`src/rtl/cpu_defs.sv`:
```
// Shared CPU definitions: datapath width, memory access size codes
// and the load/store unit state encoding.
package cpu_defs;

   localparam int XLEN = 32;

   localparam logic [1:0] SZ_BYTE = 2'd0;
   localparam logic [1:0] SZ_HALF = 2'd1;
   localparam logic [1:0] SZ_WORD = 2'd2;

   typedef enum logic [2:0] {
      LSU_IDLE,
      LSU_REQ,
      LSU_WAIT,
      LSU_DONE,
      LSU_DISCARD
   } lsu_state_t;

endpackage

```
`src/rtl/mem_lsu_load_align.sv`:
```
// Load data extraction: picks byte/half/word out of the bus read data
// by address offset and sign/zero-extends it.
// Ports: data_rdata, off_q, size_q, sign_q in; load_data out.
import cpu_defs::*;

module load_align (
   input  logic [XLEN-1:0] data_rdata,
   input  logic [1:0]      off_q,
   input  logic [1:0]      size_q,
   input  logic            sign_q,
   output logic [XLEN-1:0] load_data
);

   logic [7:0]  b;
   logic [15:0] h;

   always_comb begin
      b = data_rdata[7:0];
      unique case (off_q)
         2'd0: b = data_rdata[7:0];
         2'd1: b = data_rdata[15:8];
         2'd2: b = data_rdata[23:16];
         2'd3: b = data_rdata[31:24];
      endcase
      h = off_q[1] ? data_rdata[31:16] : data_rdata[15:0];
      unique case (size_q)
         SZ_BYTE: load_data = {{24{sign_q & b[7]}}, b};
         SZ_HALF: load_data = {{16{sign_q & h[15]}}, h};
         default: load_data = data_rdata;
      endcase
   end

endmodule

```
`src/rtl/mem_lsu.sv`:
```
// MEM-stage load/store unit: issues one SRAM-like bus transaction per
// load/store, aligns store data, extracts load data, stalls via lsu_ready.
// Ports: MEM control in, data_* bus out/in, adel/ades, load_result, lsu_ready.
import cpu_defs::*;

module mem_lsu (
   input  logic            clk,
   input  logic            rset,
   input  logic            mem_en,
   input  logic            mem_we,
   input  logic [1:0]      mem_size,
   input  logic            mem_sign,
   input  logic [XLEN-1:0] addr,
   input  logic [XLEN-1:0] wdata,
   input  logic            flush,
   input  logic            pipe_advance,
   output logic            data_req,
   output logic            data_wr,
   output logic [1:0]      data_size,
   output logic [XLEN-1:0] data_addr,
   output logic [XLEN-1:0] data_wdata,
   input  logic            data_addr_ok,
   input  logic            data_data_ok,
   input  logic [XLEN-1:0] data_rdata,
   output logic            adel,
   output logic            ades,
   output logic [XLEN-1:0] load_result,
   output logic            lsu_ready
);

   lsu_state_t state_q, state_d;

   logic [1:0]      sz;
   logic            misaligned;
   logic [XLEN-1:0] wdata_al;
   logic            start;
   logic            ld_wr;
   logic            sign_q;
   logic [XLEN-1:0] ld_data;

   // Illegal size 3 behaves as a word access throughout.
   assign sz = (mem_size == 2'd3) ? SZ_WORD : mem_size;

   always_comb begin
      misaligned = 1'b0;
      wdata_al   = wdata;
      unique case (sz)
         SZ_BYTE: wdata_al = {4{wdata[7:0]}};
         SZ_HALF: begin
            misaligned = addr[0];
            wdata_al   = {2{wdata[15:0]}};
         end
         default: misaligned = |addr[1:0];
      endcase
   end

   assign adel = mem_en & ~mem_we & misaligned;
   assign ades = mem_en & mem_we & misaligned;

   assign data_req = (state_q == LSU_REQ);

   always_comb begin
      state_d   = state_q;
      lsu_ready = 1'b0;
      start     = 1'b0;
      ld_wr     = 1'b0;
      unique case (state_q)
         LSU_IDLE: begin
            start     = mem_en & ~misaligned & ~flush;
            lsu_ready = ~start;
            if (start) state_d = LSU_REQ;
         end
         LSU_REQ: begin
            // An accepted request cannot be withdrawn; its data must drain.
            if (data_addr_ok)
               state_d = flush ? LSU_DISCARD : LSU_WAIT;
            else if (flush)
               state_d = LSU_IDLE;
         end
         LSU_WAIT: begin
            if (data_data_ok) begin
               if (flush) state_d = LSU_IDLE;
               else begin
                  state_d = LSU_DONE;
                  ld_wr   = ~data_wr;
               end
            end else if (flush) begin
               state_d = LSU_DISCARD;
            end
         end
         LSU_DONE: begin
            lsu_ready = 1'b1;
            if (flush | pipe_advance) state_d = LSU_IDLE;
         end
         LSU_DISCARD: begin
            if (data_data_ok) state_d = LSU_IDLE;
         end
         default: state_d = LSU_IDLE;
      endcase
   end

   load_align u_align (
      .data_rdata (data_rdata),
      .off_q      (data_addr[1:0]),
      .size_q     (data_size),
      .sign_q     (sign_q),
      .load_data  (ld_data)
   );

   always_ff @(posedge clk) begin
      if (!rset) begin
         state_q     <= LSU_IDLE;
         data_wr     <= 1'b0;
         data_size   <= 2'd0;
         data_addr   <= '0;
         data_wdata  <= '0;
         sign_q      <= 1'b0;
         load_result <= '0;
      end else begin
         state_q <= state_d;
         if (start) begin
            data_wr    <= mem_we;
            data_size  <= sz;
            data_addr  <= addr;
            data_wdata <= wdata_al;
            sign_q     <= mem_sign;
         end
         if (ld_wr) load_result <= ld_data;
      end
   end

endmodule
```
`config.mk`:
```
export PLATFORM = sky130hd
export DESIGN_NAME = mem_lsu
export DESIGN_NICKNAME = d
export VERILOG_FILES = /design/src/rtl/cpu_defs.sv /design/src/rtl/mem_lsu_load_align.sv /design/src/rtl/mem_lsu.sv
export SDC_FILE = /design/constraint.sdc
export NUM_CORES = 1
export LEC_CHECK = 0
export CAP_MARGIN = 20
export CORE_UTILIZATION = 46
export CTS_CLUSTER_DIAMETER = 60
export DETAILED_ROUTE_END_ITERATION = 6
export PLACE_DENSITY = 0.86
export REMOVE_ABC_BUFFERS = 1
export SLEW_MARGIN = 20
export SYNTH_ARGS = -nofsm -noshare
export SYNTH_HDL_FRONTEND = slang
export SYNTH_SLANG_ARGS = --single-unit
```
`constraint.sdc`:
```
create_clock -name clk -period 4.3 [get_ports clk]
set_clock_uncertainty 0.2 [all_clocks]
set_input_delay 0.86 -clock clk [delete_from_list [all_inputs] [get_ports clk]]
set_output_delay 0.86 -clock clk [all_outputs]
set_load 0.02 [all_outputs]
```
* Word level (Yosys, flattened, before mapping)
Cells that the tools add are included.
Widths: inputs -> output; s select.
** Storage, ports and cells
- Word-level logic and storage cells :: 63
- Output and inout port bits :: 103
- Register bits :: 103
** Operators by class
- Bitwise logic cells :: 14
- Reduce and logical (&&, ||, !) cells :: 6
- Multiplexer cells :: 21
- Eq/ne operators :: 15
** Operators with widths (number)
- $pmux 32 s2 :: 2
- $pmux 8 s4 :: 1
- $mux 3 :: 8
- $mux 16 :: 1
- $pmux 3 s5 :: 1
- $and 1x1->1 :: 8
- $eq 2x1->1 const B :: 3
- $eq 2x2->1 const B :: 3
- $eq 3x2->1 const B :: 2
- $logic_not 2->1 :: 3
- $ne 2x2->1 const B :: 3
- $not 1->1 :: 5
- $reduce_and 5->1 :: 1
- $mux 1 :: 4
- $mux 2 :: 2
- $pmux 1 s2 :: 2
- $eq 3x1->1 const B :: 1
- $eq 3x3->1 const B :: 1
- $logic_not 3->1 :: 1
- $ne 3x2->1 const B :: 1
- $ne 3x3->1 const B :: 1
- $reduce_or 2->1 :: 1
- $or 1x1->1 :: 1

* Logic depth before layout (Yosys ltp)
Gate-level depths: netlist of run 1.
- Depth after elaboration :: 9
- Depth in mapped cells :: 8
- Depth with buffers taken out :: 5

* Cells and area by module
A second synthesis of run 1 with hierarchy kept.
** Second synthesis, totals
- Cell total of the unflattened synthesis :: 645
- Area total of the unflattened synthesis :: 5167.5 um2
** By module, submodules not included
- mem_lsu :: cells each 512, instances 1, area an instance 4144.0 um2
- load_align :: cells each 133, instances 1, area an instance 1023.5 um2

* Least setup slack after synthesis of run 1
OpenSTA, ideal clock, no wires.
- Kind :: input -> output
- From :: in mem_size[0]
- To :: out lsu_ready
- Path slack :: 1538 ps
- Stages on the path :: 5
- Buffers on the path :: 1
- Data arrival time :: 1702 ps
- Path through :: buf_4 > nor2_4 > o21ai_2 > nand2_1 > a21oi_1
** On the way
- Longest elaborated chain between the ends :: 9
** RTL lines
- from (decl) :: RTL line mem_lsu.sv:11 : input logic [1:0] mem_size,
- $eq 2x2->1 :: RTL line mem_lsu.sv:42 : assign sz = (mem_size == 2'd3) ? SZ_WORD : mem_size;
- $mux 2 * :: RTL line mem_lsu.sv:42
- $eq 2x1->1 / $logic_not 2->1 (equally long branches) :: RTL line mem_lsu.sv:47 : unique case (sz)
- $pmux 1 s2 * :: RTL line mem_lsu.sv:47
- $not 1->1 * :: RTL line mem_lsu.sv:69 : start = mem_en & ~misaligned & ~flush;
- $and 1x1->1 * (2 in series) :: RTL line mem_lsu.sv:69
- $not 1->1 * :: RTL line mem_lsu.sv:70 : lsu_ready = ~start;
- $pmux 1 s2 * :: RTL line mem_lsu.sv:67 : unique case (state_q)
- to (decl) :: RTL line mem_lsu.sv:28 : output logic lsu_ready
Every way passes the cells marked *; elsewhere a longest branch is shown, timed or not.

* Worst setup path in the final report of run 1
- From :: in mem_size[1]
- To :: out lsu_ready
Same word-level chain as after synthesis.

==> results.toml, run 1 <==
[status]
outcome = "finished, final reports clean"

[sta]
setup-violations-final = 0
drv_slew = 0
rsz0062_at_grt = "no"
max_freq_mhz = 261
slew_headroom = 0.369
setup_tns_ns = 0
fin_crit_sh = 0.890
hold_viol = 0
fin_ws_ns = 0.473
worst-slew-pin-transition_ns = 0.944
min_period_ns = 3.83

[floorplan]
die_w_um = 104
die_h_um = 104
initial_core_util = 0.484
die_area_um2 = 10900
core-area_um2 = 9950
rows = 36
ios = 210

[worst_setup_path]
cp-end-kind = "output port"
required_ns = 3.24
crit_path_cell_trace = "clkdlybuf4s50_1, nor2_4, o21ai_2, nand2_1, a21oi_1, clkdlybuf4s50_1"
ff2ff_setup_slack_ns = 1.95
reg2reg_depth = 5
r2r_start = "state_q[1]"
crit_buf_inv = 2
critical_path.top_delay_family = "buffers and inverters"
path_class = "input pin to output port"
crit_slowest_cell = "clkdlybuf4s50_1"
r2r_end = "load_result[12]"
cp.arrival_ns = 2.77
cp_common_cell = "clkdlybuf4s50_1"
start_kind = "input pin"
path_max_fanout = 10
critical_path.max_stage_delay_ns = 0.66

[power_and_ir_drop]
power.total_mw = 2.24
p_comb_frac = 0.264
power.leakage_nw = 2.75
ir_worst_vdd_uv = 198
switching_share = 0.312
intPower_mw = 1.54
powerDensity_nw_per_um2 = 316
p_switching_mw = 0.697
pwr-share-seq = 0.472
clockPowerShare = 0.263

[cells_and_area]
layout_common_cells = "208 x clkdlybuf4s50_1, 177 x nand2_1, 103 x dfxtp_1, 54 x o21ai_0, 34 x a21boi_0"
fin_area_um2 = 7080
nNetsFinal = 897
nFillCells = 813
insertedDiodeCount = 0
drive_above_1_share = 0.0528
areaGrowthSynthToFinish_pct = 46.9
final_common_cell = "clkdlybuf4s50_1"

[place]
io_buffers = 209
place.gp.congestion = 0.859
hpwlAfterDp_mm = 10.3
place_area_um2 = 6890
dp_slack_ns = 0.466

[clocking]
cts_buffer_depth = 2
h-tree-depth = 3
cts_tree = "done"
root_buffer = "clkbuf_8"
hold_buffers = 0
cts_setup_buffers = 0
cts-buffers-inserted = 9
cts_sinks = 103
clock_latency_ns = 0.36
cts_resized = 0
path_clk_slew_ns = 0.09

[grt]
grt_util_all_layers = 0.263
grt_pass1_wl_mm = 23.3
grt_pass1_vias = 4730
antenna_found_initial = 0
gr-total-overflow = 0
grt_max_degree = 57

[logic_synthesis]
ys_types = 42
syn-cell-area_um2 = 4820
ys.flop_type = "dfxtp_1"
synth_edf_count = 0
avgSynthCellArea_um2 = 7.87
ys_ff_latch = 103
netlist_instances = 612
yosysWarnings = 0
async_reset_ff_frac = 0
yosysSeqAreaShare = 0.428

[detailed_routing]
dr.pass1.iters = 4
num_vias = 5008
drt-wirelength-per-cell_um = 15.6
drt_iter0_drc = 383
routed_wl_mm = 14.5
ant_nets = 0
routed_via_density = 5.40
remaining_drc_errors = 0

[hold_path]
hp-class = "flop to flop"
hold_end = "sign_q"
hold_start = "sign_q"
hold_depth = 2

[job]
max_cap_viol_count = 0
## Yosys cell counts (2+ instances only)
master	number	area (um^2)
a211oi_1	2	15.0
a21boi_0	34	255
a21boi_1	18	135
a21oi_1	28	140
a221oi_1	7	61.3
a31oi_1	8	50.1
and3_1	2	12.5
buf_2	16	80.1
buf_4	8	60.1
buf_6	2	22.5
clkbuf_1	23	86.3
clkbuf_2	2	10.0
dfxtp_1	103	2060
inv_1	9	33.8
mux2_2	4	45.0
mux2i_1	16	160
nand2_1	177	664
nand2b_1	4	25.0
nand3_1	8	40.0
nand4b_1	2	17.5
nor2_1	33	124
nor2b_1	4	25.0
nor3_1	9	45.0
o211a_1	16	160
o21ai_0	54	270
o21ai_2	2	17.5
o32ai_1	6	52.6
## tightest hold or removal path, cell delays in order, from the launching register on
cell and delay (ns):
dfxtp_1 0.32, nand2_1 0.05, a21boi_1 0.05
## metal layers
metal,vias up,GRT usage,routed length [um]
li1,2435,-,-
met2,240,0.462,7060
met5,-,0,0
met1,2316,0.313,5980
met3,17,0.0702,1260
met4,0,0.0714,188
## power groups by stage
stage                     clock network (mW)  registers (mW)  logic, mW
after CTS                              0.604            1.06      0.593
after floorplan                            0            1.14      0.207
after detailed placement                   0            1.08      0.591
final                                  0.589            1.06      0.592
after global placement                     0            1.07      0.580
after global routing                   0.645            1.07      0.638
## metrics by stage
step	utilization	hold WS, ns	std cells
5_1_grt	0.711	0.293	928
3_3_place_gp	0.692	0.240	912
4_1_cts	0.711	0.262	928
2_1_floorplan	-	0.236	560
3_5_place_dp	0.692	0.248	912
6_report	0.711	0.259	928
## state kept, by name, indices dropped and copies added (netlist names)
signal / cells
data_addr: 32
data_wdata: 32
load_result: 32
state_q: 3
data_size: 2
data_wr: 1
sign_q: 1
## layout make-up
cell class / count / area [um^2] / area share
tap: 133 / 166 / 0.0235
timing repair buffer: 219 / 2160 / 0.305
inverter: 9 / 33.8 / 0.00477
multi-input combinational: 448 / 2470 / 0.348
clock inverter: 6 / 51.3 / 0.00725
clock buffer: 10 / 138 / 0.0194
sequential: 103 / 2060 / 0.291
## kinds of logic after synthesis
kind of cell / synth area share
mux: 0.0473
buf+inv: 0.0615
simple gates: 0.218
flops: 0.428
compound gates: 0.245
## worst max-delay path by stage
stage,start,endpoint,cells past startpoint
floorplan,mem_size[1],data_wdata[10],5
global placement,mem_size[1],lsu_ready,6
detailed placement,mem_size[1],lsu_ready,6
CTS,mem_size[1],lsu_ready,6
global route,mem_size[1],lsu_ready,6
finish,mem_size[1],lsu_ready,6
Power figures use the tool's default switching activity.
==> run 2: changes to the inputs <==
--- a/config.mk
+++ b/config.mk
@@ -6,8 +6,10 @@
 export NUM_CORES = 1
 export LEC_CHECK = 0
 export CAP_MARGIN = 20
+export CORE_MARGIN = 1
 export CORE_UTILIZATION = 46
 export CTS_CLUSTER_DIAMETER = 60
+export CTS_CLUSTER_SIZE = 28
 export DETAILED_ROUTE_END_ITERATION = 6
 export PLACE_DENSITY = 0.86
 export REMOVE_ABC_BUFFERS = 1
==> results of run 2 <==
No change in the layout: final DEF, timing and power equal those of run 1.
==> run 3: changes to the inputs <==
--- a/config.mk
+++ b/config.mk
@@ -7,11 +7,12 @@
 export LEC_CHECK = 0
 export CAP_MARGIN = 20
 export CORE_MARGIN = 1
-export CORE_UTILIZATION = 46
+export CORE_UTILIZATION = 43
 export CTS_CLUSTER_DIAMETER = 60
 export CTS_CLUSTER_SIZE = 28
 export DETAILED_ROUTE_END_ITERATION = 6
-export PLACE_DENSITY = 0.86
+export PLACE_DENSITY = 0.82
+export RECOVER_POWER = 100
 export REMOVE_ABC_BUFFERS = 1
 export SLEW_MARGIN = 20
 export SYNTH_ARGS = -nofsm -noshare
==> constraint.sdc (replaced) <==
create_clock -name clk -period 3.9 [get_ports clk]
set_clock_uncertainty 0.2 [all_clocks]
set_input_delay 0.78 -clock clk [delete_from_list [all_inputs] [get_ports clk]]
set_output_delay 0.78 -clock clk [all_outputs]
set_load 0.02 [all_outputs]
==> run 3 against run 2 <==
- the run now ends with max-capacitance violations, max-slew violations left
- wire length grew 2.5%
- sequential share of layout area fell by 0.062 points
- first-iteration DRC count shrank 13%
- clock-buffer cell count increased by 1
- cell count grew 1.1%
- worst hold slack gained 0.0060 ns
- sequential cell count did not move
- setup slack got worse by 0.22 ns
- critical endpoint unchanged
- largest power group unchanged
- highest routed layer unchanged
==> results.toml, run 3 (same netlist as run 1, synthesis figures left out) <==
[status]
outcome = "finished, violations left"
violations = "max-capacitance violations, max-slew violations"

[worst_setup_path]
r2r_end = "data_wdata[13]"
required_ns = 2.92
path_class = "input pin to output port"
ff2ff_setup_slack_ns = 0.93
cp-end-kind = "output port"
start_kind = "input pin"
reg2reg_depth = 5
cp-startpoint = "mem_size[1]"
worstSetupEndpoint = "lsu_ready"
cp.arrival_ns = 2.67
r2r_start = "state_q[0]"
path_max_fanout = 5

[clocking]
hold_buffers = 0
clock_latency_ns = 0.37
path_clk_slew_ns = 0.09
cts_tree = "done"
cts-buffers-inserted = 9
cts_setup_buffers = 0
h-tree-depth = 3
cts_buffer_depth = 2
root_buffer = "clkbuf_8"
cts_resized = 0
cts_sinks = 103

[place]
place.gp.congestion = 0.886
dp_slack_ns = 0.292
hpwlAfterDp_mm = 10.7
io_buffers = 209

[detailed_routing]
drt_iter0_drc = 335
num_vias = 5022
routed_wl_mm = 14.9
ant_nets = 0
routed_via_density = 5.35
dr.pass1.iters = 5
drt-wirelength-per-cell_um = 15.8
remaining_drc_errors = 0

[power_and_ir_drop]
power.total_mw = 2.49
powerDensity_nw_per_um2 = 351
ir_worst_vdd_uv = 233
power.leakage_nw = 3.07

[sta]
setup-violations-final = 0
worst-slew-pin-transition_ns = 1.79
hold_viol = 0
rsz0062_at_grt = "no"
drv_slew = 136
fin_ws_ns = 0.251
max_freq_mhz = 274
setup_tns_ns = 0
slew_headroom = -0.194
min_period_ns = 3.65
hold_ws_ns = 0.265
fin_crit_sh = 0.936

[floorplan]
die_area_um2 = 11600
rows = 38
ios = 210
initial_core_util = 0.443
core-area_um2 = 10900
die_w_um = 108
die_h_um = 108

[cells_and_area]
largest_registers = "data_addr x32, data_wdata x32, load_result x32"
nFillCells = 941
layout_common_cells = "178 x nand2_1, 105 x clkdlybuf4s50_1, 103 x dfxtp_1, 103 x dlygate4sd3_1, 55 x o21ai_0"
areaGrowthSynthToFinish_pct = 47.3
final_common_cell = "nand2_1"
insertedDiodeCount = 0
nNetsFinal = 900
utilization = 0.652
ff_latch_area_um2 = 2060
drive_above_1_share = 0.0489
multi_input_area_um2 = 2450

[grt]
grt_max_degree = 85
grt_pass1_vias = 4879
grt_pass1_wl_mm = 23.9
gr-total-overflow = 0
grt_util_all_layers = 0.262
antenna_found_initial = 0

[job]
max_cap_viol_count = 2

[hold_path]
hp-class = "flop to flop"
## run 3: changes by cell type in the layout (fill, tap and decap cells not counted), moves of 2 or more
cell | previous run | this run
a21boi_0 | 34 | 50
a21boi_1 | 18 | 2
clkbuf_2 | 0 | 2
dlygate4sd3_1 | 0 | 103
clkdlybuf4s50_1 | 208 | 105
clkbuf_1 | 0 | 3
inv_6 | 3 | 0
## run 3: power breakdown
group	internal (mW)	switching, mW
logic	0.298	0.331
registers	1.12	0.0481
clock network	0.331	0.366
## run 3: worst max-delay path, cell delays in order
cell and delay, ns:
clkdlybuf4s50_1 0.53, buf_4 0.17, nor2_4 0.05, o21ai_2 0.23
nand2_1 0.08, a21oi_1 0.12, dlygate4sd3_1 0.69
## run 3: through the flow
stage	cells	area, um^2
floorplan	560	4560
global placement	922	6940
detailed placement	922	6940
CTS	938	7140
global route	938	7100
finish	938	7100
## run 3: cell type report
| cell class | count | share of cell area |
|---|---|---|
| Tap cell | 140 | 0.0247 |
| Inverter | 9 | 0.00476 |
| Clock buffer | 11 | 0.0213 |
| Clock inverter | 5 | 0.00794 |
| Timing Repair Buffer | 222 | 0.306 |
| Multi-Input combinational cell | 448 | 0.345 |
| Sequential cell | 103 | 0.291 |
## run 3: worst min path at each step
stage | from | endpoint | slack, ns | cells past startpoint
floorplan | sign_q | sign_q | 0.24 | 2
global placement | data_addr[22] | data_addr[22] | 0.24 | 2
detailed placement | data_addr[27] | data_addr[27] | 0.25 | 2
CTS | data_addr[23] | data_addr[23] | 0.26 | 2
global route | data_wdata[25] | data_wdata[25] | 0.29 | 2
finish | data_addr[27] | data_addr[27] | 0.27 | 2
## run 3: layer usage
| layer | vias up | part of all wire | global-route usage |
|---|---|---|---|
| met2 | 208 | 0.49 | 0.454 |
| met4 | 0 | 0.019 | 0.0978 |
| met5 | - | 0 | 0 |
| met1 | 2342 | 0.40 | 0.305 |
| met3 | 20 | 0.090 | 0.0738 |
| li1 | 2452 | - | - |
